--- config.mk ---
export PLATFORM = sky130hd
export DESIGN_NAME = snake_move
export DESIGN_NICKNAME = d
export VERILOG_FILES = /design/src/rtl/snake_pkg.sv /design/src/rtl/snake_move_hit_cmp.sv /design/src/rtl/snake_move.sv
export SDC_FILE = /design/constraint.sdc
export NUM_CORES = 1
export LEC_CHECK = 0
export ABC_AREA = 1
export BUFFER_PORTS_ARGS = -buffer_cell sky130_fd_sc_hd__buf_2
export CAP_MARGIN = 30
export CORE_MARGIN = 2
export CORE_UTILIZATION = 35
export DETAILED_ROUTE_END_ITERATION = 10
export PLACE_DENSITY = 0.56
export SLEW_MARGIN = 20
export SYNTH_ARGS = -nofsm -noshare
export SYNTH_HDL_FRONTEND = slang
export SYNTH_SLANG_ARGS = --single-unit
--- constraint.sdc ---
create_clock -name clk -period 4.1 [get_ports clk]
set_input_delay 0.615 -clock clk [delete_from_list [all_inputs] [get_ports clk]]
set_output_delay 0.615 -clock clk [all_outputs]
set_load 0.02 [all_outputs]
--- src/rtl/snake_pkg.sv ---
// -----------------------------------------------------------------------------
// snake_pkg
// Shared definitions for the snake game datapath: game-state and direction
// encodings, grid geometry and the snake start position. The game-state
// encodings are also used by the food generator and the state controller.
// -----------------------------------------------------------------------------
`timescale 1ns/1ps
package snake_pkg;

    typedef enum logic [1:0] {
        ST_PLAY  = 2'b00,
        ST_PAUSE = 2'b01,
        ST_INIT  = 2'b10,
        ST_OVER  = 2'b11
    } game_state_e;

    typedef enum logic [1:0] {
        DIR_UP    = 2'b00,
        DIR_DOWN  = 2'b01,
        DIR_LEFT  = 2'b10,
        DIR_RIGHT = 2'b11
    } dir_e;

    // Columns 0 and GRID_W-1, rows 0 and GRID_H-1 are wall.
    localparam int GRID_W  = 32;
    localparam int GRID_H  = 24;

    // Head position after reset / INIT; the body trails to the left of it.
    localparam int START_X = 15;
    localparam int START_Y = 11;

    // Direction that would turn the snake back onto its own neck.
    function automatic dir_e reverse_dir(input dir_e d);
        case (d)
            DIR_UP:   return DIR_DOWN;
            DIR_DOWN: return DIR_UP;
            DIR_LEFT: return DIR_RIGHT;
            default:  return DIR_LEFT;
        endcase
    endfunction

endpackage

--- src/rtl/snake_move_hit_cmp.sv ---
// -----------------------------------------------------------------------------
// snake_hit_cmp
// Compares one grid point against the live segments of the snake body.
//   pt_x, pt_y    point under test
//   seg_x, seg_y  segment register file, index 0 is the head
//   length        live segment count (indices 0..length-1 are live)
//   skip_head     ignore index 0 (used when the point is the new head itself)
//   exclude_tail  ignore index length-1 (tail vacates on a non-growing step)
//   hit           1 when any considered live segment sits on the point
// -----------------------------------------------------------------------------
`timescale 1ns/1ps
module snake_hit_cmp #(
    parameter int MAX_LEN = 16
) (
    input  logic [4:0] pt_x,
    input  logic [4:0] pt_y,
    input  logic [4:0] seg_x [MAX_LEN],
    input  logic [4:0] seg_y [MAX_LEN],
    input  logic [4:0] length,
    input  logic       skip_head,
    input  logic       exclude_tail,
    output logic       hit
);

    // NOTE: hit is given a default before the loop so no path leaves it
    // unassigned; without it always_comb would infer a latch.
    always_comb begin
        hit = 1'b0;
        for (int j = 0; j < MAX_LEN; j++) begin
            if ((5'(j) < length) &&
                !(skip_head && (j == 0)) &&
                !(exclude_tail && (5'(j) == length - 5'd1)) &&
                (seg_x[j] == pt_x) && (seg_y[j] == pt_y)) begin
                hit = 1'b1;
            end
        end
    end

endmodule

--- src/rtl/snake_move.sv ---
// -----------------------------------------------------------------------------
// snake_move
// Snake body engine: holds the segment coordinates, steps them on each
// movement tick, flags food consumption and wall/self collisions, and answers
// per-cell body queries for the renderer.
//   clk, rst            clock, synchronous active-high reset
//   game_state          PLAY / PAUSE / INIT / OVER (snake_pkg encodings)
//   move_tick           one-cycle step strobe
//   dir_in              requested direction
//   food_x, food_y      current food cell
//   get_food            one-cycle pulse after the head moves onto the food
//   crash               one-cycle pulse after a wall or self collision
//   head_x, head_y      head cell
//   length              live segment count
//   query_x, query_y    render query cell
//   query_hit           combinational: a live segment occupies the query cell
// -----------------------------------------------------------------------------
`timescale 1ns/1ps
module snake_move
    import snake_pkg::*;
#(
    parameter int MAX_LEN  = 16,
    parameter int INIT_LEN = 3
) (
    input  logic       clk,
    input  logic       rst,
    input  logic [1:0] game_state,
    input  logic       move_tick,
    input  logic [1:0] dir_in,
    input  logic [4:0] food_x,
    input  logic [4:0] food_y,
    output logic       get_food,
    output logic       crash,
    output logic [4:0] head_x,
    output logic [4:0] head_y,
    output logic [4:0] length,
    input  logic [4:0] query_x,
    input  logic [4:0] query_y,
    output logic       query_hit
);

    logic [4:0] seg_x [MAX_LEN];
    logic [4:0] seg_y [MAX_LEN];
    dir_e       cur_dir;
    dir_e       last_step_dir;

    logic [4:0] nh_x;
    logic [4:0] nh_y;
    logic       wall_hit;
    logic       self_hit;
    logic       grow;

    game_state_e state;
    assign state = game_state_e'(game_state);

    // Candidate next head. No wrap handling: a wall cell is reached first.
    always_comb begin
        nh_x = seg_x[0];
        nh_y = seg_y[0];
        case (cur_dir)
            DIR_UP:    nh_y = seg_y[0] - 5'd1;
            DIR_DOWN:  nh_y = seg_y[0] + 5'd1;
            DIR_LEFT:  nh_x = seg_x[0] - 5'd1;
            default:   nh_x = seg_x[0] + 5'd1;
        endcase
    end

    assign wall_hit = (nh_x == 5'd0) || (nh_x == 5'(GRID_W - 1)) ||
                      (nh_y == 5'd0) || (nh_y == 5'(GRID_H - 1));
    assign grow     = (nh_x == food_x) && (nh_y == food_y);

    // The tail only counts as an obstacle when the snake grows this step;
    // otherwise it moves out of the way in the same step.
    snake_hit_cmp #(.MAX_LEN(MAX_LEN)) u_self_cmp (
        .pt_x         (nh_x),
        .pt_y         (nh_y),
        .seg_x        (seg_x),
        .seg_y        (seg_y),
        .length       (length),
        .skip_head    (1'b1),
        .exclude_tail (!grow),
        .hit          (self_hit)
    );

    snake_hit_cmp #(.MAX_LEN(MAX_LEN)) u_query_cmp (
        .pt_x         (query_x),
        .pt_y         (query_y),
        .seg_x        (seg_x),
        .seg_y        (seg_y),
        .length       (length),
        .skip_head    (1'b0),
        .exclude_tail (1'b0),
        .hit          (query_hit)
    );

    // NOTE: all state here uses non-blocking assignments so every register
    // samples the pre-edge values; the shift loop depends on this.
    always_ff @(posedge clk) begin
        if (rst || (state == ST_INIT)) begin
            // NOTE: the whole segment file is loaded here, not just the live
            // part, because the start layout is a defined game position.
            for (int i = 0; i < MAX_LEN; i++) begin
                seg_x[i] <= 5'(START_X - i);
                seg_y[i] <= 5'(START_Y);
            end
            length        <= 5'(INIT_LEN);
            cur_dir       <= DIR_RIGHT;
            last_step_dir <= DIR_RIGHT;
            get_food      <= 1'b0;
            crash         <= 1'b0;
        end else begin
            get_food <= 1'b0;
            crash    <= 1'b0;
            if (state == ST_PLAY) begin
                // Compared against the last committed step, so two presses
                // between ticks cannot add up to a 180-degree turn.
                if (dir_e'(dir_in) != reverse_dir(last_step_dir)) begin
                    cur_dir <= dir_e'(dir_in);
                end
                if (move_tick) begin
                    if (wall_hit || self_hit) begin
                        crash <= 1'b1;
                    end else begin
                        for (int i = MAX_LEN - 1; i >= 1; i--) begin
                            seg_x[i] <= seg_x[i-1];
                            seg_y[i] <= seg_y[i-1];
                        end
                        seg_x[0]      <= nh_x;
                        seg_y[0]      <= nh_y;
                        last_step_dir <= cur_dir;
                        if (grow) begin
                            get_food <= 1'b1;
                            // At full length the shift simply drops the tail.
                            if (length != 5'(MAX_LEN)) begin
                                length <= length + 5'd1;
                            end
                        end
                    end
                end
            end
        end
    end

    assign head_x = seg_x[0];
    assign head_y = seg_y[0];

endmodule

[Word level (Yosys, flattened, before mapping)]
Cells that the tools add are included.
Storage, ports and cells
  register bits: 171
  bits of input ports: 27
  output and inout port bits: 18
  logic and storage cells: 313
Cells by class
  add/sub/neg operators: 6
  order comparisons: 16
  equal/unequal tests: 88
  mux-type cells: 38
  bitwise gates (word level): 3
  reduce and logical (&&, ||, !) cells: 125
Operators with widths (number)
  $eq 5x5->1: 64
  $logic_and 1x1->1: 93
  $eq 4x5->1 const A: 8
  $lt 4x5->1 const A: 8
  $mux 1: 33
  $eq 3x5->1 const A: 4
  $lt 3x5->1 const A: 4
  $pmux 5 s2: 2
  $logic_not 1->1: 16
  $add 5x1->5 const B: 3
  $sub 5x1->5 const B: 3
  $eq 2x5->1 const A: 2
  $eq 5x5->1 const B: 2
  $logic_not 5->1: 2
  $lt 1x5->1 const A: 2
  $lt 2x5->1 const A: 2
  $eq 2x2->1 const B: 3
  $logic_not 2->1: 3
  $pmux 2 s3: 1
  $eq 1x5->1 const A: 1
  $logic_or 1x1->1: 5
  $ne 5x5->1 const B: 1
  $reduce_and 5->1: 1
  $eq 2x1->1 const B: 2
  8 further kinds: 11

[Longest topological paths before layout]
Gate-level depths: netlist of run 1.
  depth in word-level cells: 29
  mapped depth: 31
  depth with buffers taken out: 28

[Hierarchy]
Synthesis of run 1 repeated with hierarchy kept, for this count alone.
Second synthesis, totals
  cells, all modules: 2421
  area total of the unflattened synthesis: 13628.1 µm²
By module, submodules not included
  snake_move: instances 1, cells each 965, area each 7171.9 µm², seq. area each 3423.3 µm²
  snake_hit_cmp: instances 2, cells each 728, area each 3228.1 µm², seq. area each 0.0 µm²

[Least setup slack after synthesis of run 1]
No wires, ideal clock.
  kind: register to register
  start: register cur_dir[1]
  end: register seg_x (netlist bit head_x[1])
  setup time: 0.146 ns
  data arrival time: 3.381 ns
  required time: 3.954 ns
  slack: 0.574 ns
  cell stages (with the launch flop): 28
  buffers on the path: 6
  period minus slack after synthesis: 3.526 ns
  path through: dfxtp_1 -> buf_4 -> buf_6 -> nor2_2 -> inv_1 -> ha_1 -> a21oi_1 -> nand2_1 -> nand2_1 -> nand3_1 -> nand2_1 -> nand2_1 -> nand2_1 -> nand2_1 -> nand3_2 -> buf_2 -> o21bai_1 -> nand2_1 -> nand2_1 -> nor2_1 -> nand2_1 -> nor2_4 -> nand2_2 -> buf_6 -> buf_6 -> buf_6 -> nand2_1 -> o211ai_2
On the way
  longest elaborated chain between the ends: 29
  elaborated cells between the ends (all ways): 140
  classes of those cells: 36 x eq/ne; 17 x mux; 1 x bitwise; 86 x reduce/logical
Ends and longest elaborated chain
  start: declaration: RTL line snake_move.sv:44  | dir_e cur_dir;
  start signal: assignment: RTL line snake_move.sv:118  | cur_dir <= dir_e'(dir_in);
  $eq 2x1->1 / $logic_not 2->1 (equally long branches): RTL line snake_move.sv:60  | case (cur_dir)
  $reduce_or 2->1 (no source line)
  $pmux 5 s2: RTL line snake_move.sv:60
  $eq 5x5->1: RTL line snake_move.sv:70  | assign grow = (nh_x == food_x) && (nh_y == food_y);
  $logic_and 1x1->1: RTL line snake_move.sv:70
  $logic_not 1->1: RTL line snake_move.sv:81  | .exclude_tail (!grow),
  $logic_and 1x1->1: RTL line snake_move_hit_cmp.sv:32  | !(exclude_tail && (5'(j) == length - 5'd1)) &&
  $logic_not 1->1: RTL line snake_move_hit_cmp.sv:32
  $logic_and 1x1->1: RTL line snake_move_hit_cmp.sv:31  | !(skip_head && (j == 0)) &&
  $logic_and 1x1->1: RTL line snake_move_hit_cmp.sv:32
  $logic_and 1x1->1: RTL line snake_move_hit_cmp.sv:33  | (seg_x[j] == pt_x) && (seg_y[j] == pt_y)) begin
  $mux 1 (15 in a row): RTL line snake_move_hit_cmp.sv:30  | if ((5'(j) < length) &&
  $logic_or 1x1->1: RTL line snake_move.sv:121  | if (wall_hit || self_hit) begin
  $not 1->1 (no source line)
  $reduce_and 3->1 (no source line)
  end signal: indexed assignment: RTL line snake_move.sv:103  | seg_x[i] <= 5'(START_X - i);
  end signal: indexed assignment: RTL line snake_move.sv:125  | seg_x[i] <= seg_x[i-1];
  end: declaration: RTL line snake_move.sv:42  | logic [4:0] seg_x [MAX_LEN];
Several ways; a longest one is shown, not always the timed one.
A chain may end at the register's enable or synchronous reset.

[Worst setup path after layout of run 1]
  start: register cur_dir[0]
  end: register seg_x[70] (netlist name)
On the way
  longest elaborated chain between the ends: 29
  elaborated cells between the ends (all ways): 140
  classes of those cells: 36 x eq/ne; 17 x mux; 1 x bitwise; 86 x reduce/logical
Ends and longest elaborated chain (RTL line)
  $eq 2x1->1 / $logic_not 2->1 (equally long branches): snake_move.sv:60
  $reduce_or 2->1 (no source line)
  $pmux 5 s2: snake_move.sv:60
  $eq 5x5->1: snake_move.sv:70
  $logic_and 1x1->1: snake_move.sv:70
  $logic_not 1->1: snake_move.sv:81
  $logic_and 1x1->1: snake_move_hit_cmp.sv:32
  $logic_not 1->1: snake_move_hit_cmp.sv:32
  $logic_and 1x1->1: snake_move_hit_cmp.sv:31
  $logic_and 1x1->1: snake_move_hit_cmp.sv:32
  $logic_and 1x1->1: snake_move_hit_cmp.sv:33
  $mux 1 (15 in a row): snake_move_hit_cmp.sv:30
  $logic_or 1x1->1 (*): snake_move.sv:121
  $not 1->1 (no source line) (*)
  $reduce_and 3->1 (no source line) (*)
Every way passes the cells marked *; elsewhere a longest branch is shown, timed or not.

==> out/metrics.yaml, run 1 <==
synth-xor-area-share: 0.119
syn_area_per_cell_um2: 6.62
die_w_um: 191
hold_class: "in2reg"
nets: 1891
synth_top_area_cell: "dfxtp_1"
tightestPinTransition_ns: 0.915
cts.sinks: 171
arrival_ns: 4.12
total_leakage_power_uw: 0.00648
grt_pass1_wl_um: 70200
yosys.area_share.simple: 0.326
grt_max_degree: 169
crit_path_cell_trace: "inv_2 -> nor2_4 -> inv_1 -> ha_1 -> a21oi_1 -> nand2_1 -> nand2_1 -> nand3_1 -> nand2_2 -> buf_6 -> xor2_1 -> nand3b_1 -> nor3_2 -> nand2_1 -> nand2_1 -> nor2_1 -> nand2_1 -> nor2_4 -> nand2_8 -> buf_16 -> buf_12 -> o21ai_0 -> nor2_1"
dp_slack_ns: -0.209
ant_nets: 0
cts-root-buf: "clkbuf_16"
synthAdderAreaFrac: 0.0129
worst_path_most_repeated_cell: "nand2_1"
power_uw: 4850
rows: 68
gp_congestion: 1.00
critPathRequiredTime_ns: 4.44
setup_viol: 0
async_reset_ff_frac: 0
first_iter_violations: 1351
place_inst: 2284
fin_util: 0.397
ir_worst_vdd_mv: 0.259
viasPerCell: 5.25
cpPeakStageDelay_ns: 0.38
cp.buffers_inverters: 5
drc: 0
synth-seq-cells: 171
critPathMaxFanout: 20
antenna_found_initial: 1
ff2ff_setup_slack_ns: 0.32
period_share: 0.922
syn_inst: 1841
clkTransAtPathRegs_ns: 0.07
endpoint_kind: "register"
ys_types: 47
skew_ns: 0.0186
fin_cells: 2320
ys_top_cells_by_count: "nand2_1 (486), nor2_1 (259), inv_1 (177)"
pin_count: 45
setup_slack_ns: 0.321
cap_violations: 0
wl_per_cell_um: 20.0
syn-cell-area_um2: 12200
status: "completed"
yosysSeqAreaShare: 0.281
ys_warn_count: 0
drtPass1Iterations: 6
hold_viol: 0
max_freq_mhz: 265
cp_top_family: "simple AND/OR/NAND/NOR gates"
port_buffers: 44
synth_ff_type: "dfxtp_1"
critical_path_class: "reg2reg"
synth_top_family_by_area: "simple AND/OR/NAND/NOR gates"
synth_mux_area_frac: 0
globalRouteTotalUtil: 0.257
die_area_um2: 36300
start_util: 0.354
synth-compound-area-share: 0.153
synth_top_area_share: 0.281
antenna_cells: 0
die_h_um: 191
drt-total-wl_um: 46300
synth_most_common_cell: "nand2_1"
area_delta_synth_final_pct: 12.0
start_kind: "register"
cts_buffer_depth: 2
syn_nets: 1880
htree_levels: 4
power.density_nw_per_um2: 356
dp_hpwl_um: 33900
whs_ns: 0.409
synth_area_leaders: "dfxtp_1 (28%), nand2_1 (15%), xor2_1 (11%)"
cts_buffers: 17
synth-edff-count: 0
tritoncts: "yes"
worstSkewPairLatency_ns: 0.46
grt_pass1_vias: 11100
drive_gt1_frac: 0.125
coreArea_um2: 34400
period_needed_ns: 3.78
maxSlewViolCount: 0
cp_slowest_cell: "dfxtp_2"
rsz0062_at_grt: "no"
max-slew-margin-rel: 0.390
overflow: 0
vias: 12200
## final timing paths
| kind | from | end | cells past startpoint |
|---|---|---|---|
| worst max-delay path | cur_dir[0]$_SDFFE_PP1P_ | seg_x[70]$_SDFFE_PP0P_ | 23 |
| worst min-delay path | dir_in[1] | cur_dir[1]$_SDFFE_PP1P_ | 3 |
| worst max register to register | cur_dir[0]$_SDFFE_PP1P_ | seg_x[70]$_SDFFE_PP0P_ | 23 |
| worst min register to register | seg_y[40]$_SDFFE_PP1P_ | seg_y[40]$_SDFFE_PP1P_ | 2 |
## state kept, by name, summed over array words and instances, names as in the netlist
name,flops
seg_y,75
cur_dir,2
crash,1
head_y,5
head_x,5
length,5
last_step_dir,2
get_food,1
seg_x,75
## per-layer routing
metal | part of all wire | track usage | vias up | routed length [um]
li1 | - | - | 5925 | -
met1 | 0.46 | 0.367 | 5668 | 21200
met2 | 0.43 | 0.384 | 484 | 19800
met3 | 0.075 | 0.0401 | 98 | 3470
met4 | 0.039 | 0.105 | 2 | 1820
met5 | 0.00026 | 0 | - | 12
## layout by cell type (no fill, tap or decap), types with 25 or more instances in the layout
cell        n
nand2_1   483
dfxtp_1   168
nand4_1    28
nor3_1     25
nand3_1    89
xor2_1    147
buf_4      40
nor2_1    257
o21ai_0   112
o211ai_2   64
buf_2      44
inv_1     177
## stage by stage
step	cell area (um^2)	TNS, ns
3_5_place_dp	12900	-17.56
3_3_place_gp	12900	-17.29
6_report	13600	0
2_1_floorplan	12200	0
5_1_grt	13600	0
4_1_cts	13500	0
## cell families (layout without fill, tap and decap cells)
family / after synthesis / after routing
xor+xnor: 165 / 165
buf+inv: 292 / 315
fa+ha+maj: 12 / 12
simple gates: 947 / 948
flops: 171 / 171
compound gates: 254 / 254
## power breakdown
| part | switching, uW | internal (uW) | total (uW) | leakage, uW |
|---|---|---|---|---|
| clock network | 733 | 947 | 1680 | 0.000268 |
| registers | 130 | 1740 | 1870 | 0.00139 |
| logic | 870 | 429 | 1300 | 0.00482 |
## what timing repair did
item / CTS / global route
resized for setup: 6 / 26
pin swaps: 0 / 2
cloned: 0 / 2
setup endpoints to repair: 136 / 166
hold buffers: 0 / 0
setup buffers: 0 / 2
## tightest hold or removal path, stage by stage
cell and delay (ns):
buf_2 0.10, nand2_1 0.05, o211ai_1 0.06
## final cells by class
type	instances	area (um^2)
Clock buffer	23	478
Clock inverter	9	114
Fill cell	3681	20700
Inverter	182	684
Multi-Input combinational cell	1379	7550
Sequential cell	171	3430
Tap cell	455	569
Timing Repair Buffer	101	821
Note: power is estimated with default switching activity, not from simulation.
==> inputs of run 2 (changes only) <==
- CORE_MARGIN: 2 -> 3
- CORE_UTILIZATION: 35 -> 40
- PLACE_DENSITY: 0.56 -> default
- PLACE_DENSITY_LB_ADDON: default -> 0.05
==> run 2 against run 1 <==
Compared with the run above:
- sequential cell count stayed put
- final area fell by 0.51%
- global-route usage increased by 2.8 points
- register-to-register slack got worse by 0.05 ns
- fmax decreased by 1.4%
- via count increased by 0.24%
- core utilization increased by 5.9 points
- sequential power barely moved
- sequential share of layout area is 0.12 points higher
==> out/metrics.yaml, run 2 (same netlist as run 1, synthesis figures left out) <==
status: "completed"
cts.sinks: 171
arrival_ns: 4.22
critPathMaxFanout: 68
coreArea_um2: 29800
setup_slack_ns: 0.268
tritoncts: "yes"
antenna_cells: 0
ff2ff_path_depth: 26
drive_gt1_frac: 0.123
viasPerCell: 5.40
start_kind: "register"
clkTransAtPathRegs_ns: 0.07
vias: 12200
rsz0062_at_grt: "no"
pin_count: 45
hold_viol: 0
max_freq_mhz: 261
gp_congestion: 0.967
cp_top_family: "simple AND/OR/NAND/NOR gates"
grt_pass1_vias: 11100
overflow: 0
dp_hpwl_um: 35000
cts_buffers: 17
die_w_um: 181
skew_ns: 0.0142
max-slew-margin-rel: 0.462
cts_buffer_depth: 2
rows: 63
power_uw: 4860
cp.buffers_inverters: 5
area_delta_synth_final_pct: 11.4
period_share: 0.935
globalRouteTotalUtil: 0.286
die_area_um2: 32600
min_path_cells: 3
critPathRequiredTime_ns: 4.49
cap_violations: 0
final_cell_mix: "nand2_1 (486), nor2_1 (258), inv_1 (177), dfxtp_1 (169), xor2_1 (147)"
maxSlewViolCount: 0
tightestPinTransition_ns: 0.805
period_needed_ns: 3.83
worstSkewPairLatency_ns: 0.47
cpPeakStageDelay_ns: 0.38
endpoint_kind: "register"
hold_class: "in2reg"
wl_per_cell_um: 21.0
grt_max_degree: 80
cts_hold_buffers: 0
htree_levels: 4
grt_pass1_wl_um: 71300
cts-root-buf: "clkbuf_16"
ant_nets: 0
whs_ns: 0.413
worst_path_most_repeated_cell: "nand2_1"
start_util: 0.409
critical_path_class: "reg2reg"
first_iter_violations: 1252
drt-total-wl_um: 47400
die_h_um: 181
antenna_found_initial: 0
port_buffers: 44
power.density_nw_per_um2: 358
layout_commonest_cell: "nand2_1"
final.setup.tns_ns: 0
nets: 1897
setup_viol: 0
drc: 0
cp.depth: 26
total_leakage_power_uw: 0.00652
cp_slowest_cell: "dfxtp_2"
reg_top3: "seg_x (75), seg_y (75)"
drtPass1Iterations: 5
ir_worst_vdd_mv: 0.320
dp_slack_ns: -0.0950
run 2: changes by cell type in the layout (fill, tap and decap cells not counted), sizes merged:
cell and delta:
clkinvlp -3, inv +2, buf +7, clkbuf -4
nand3 -1, clkinv +5
run 2: final timing paths:
path                                               from                      end  slack, ns
worst max-delay path            cur_dir[0]$_SDFFE_PP1P_   seg_x[57]$_SDFFE_PP0P_       0.27
worst min-delay path                          dir_in[1]  cur_dir[1]$_SDFFE_PP1P_       0.41
worst max register to register  cur_dir[0]$_SDFFE_PP1P_   seg_x[57]$_SDFFE_PP0P_       0.27
worst min register to register   seg_y[40]$_SDFFE_PP1P_   seg_y[40]$_SDFFE_PP1P_       0.47
run 2: layout make-up:
type,instances,area [um^2]
Tap cell,390,488
Inverter,182,684
Clock inverter,13,145
Fill cell,3122,16200
Multi-Input combinational cell,1378,7490
Sequential cell,171,3430
Clock buffer,19,433
Timing Repair Buffer,108,900
run 2: metal layers:
layer  GRT usage  up-vias  wire length [um]
met5           0        -                 0
met4      0.0774        0              1190
met3      0.0565       65              3170
met2       0.426      435             20200
met1       0.419     5754             22900
li1            -     5952                 -
run 2: repair_timing:
action                                  4_1_cts  5_1_grt
resized for setup                             5       11
setup buffers                                 0        1
endpoints found under the hold margin         0        0
endpoints found under the setup margin      116      162
pin swaps                                     0        1
gates cloned                                  0        1
run 2: metrics by stage:
step                cell area, um^2  utilization  cells
floorplan                     12200            -   1841
global placement              12900        0.433   2227
detailed placement            12900        0.433   2227
CTS                           13500        0.453   2259
global route                  13600        0.455   2261
finish                        13600        0.455   2261
run 2: tightest hold or removal path: stages:
cell and delay, ns:
buf_2 0.10, nand2_1 0.05, o211ai_1 0.06
run 2: power by group:
| part | switching, uW | internal, uW |
|---|---|---|
| registers | 131 | 1740 |
| logic | 870 | 440 |
| clock network | 770 | 902 |
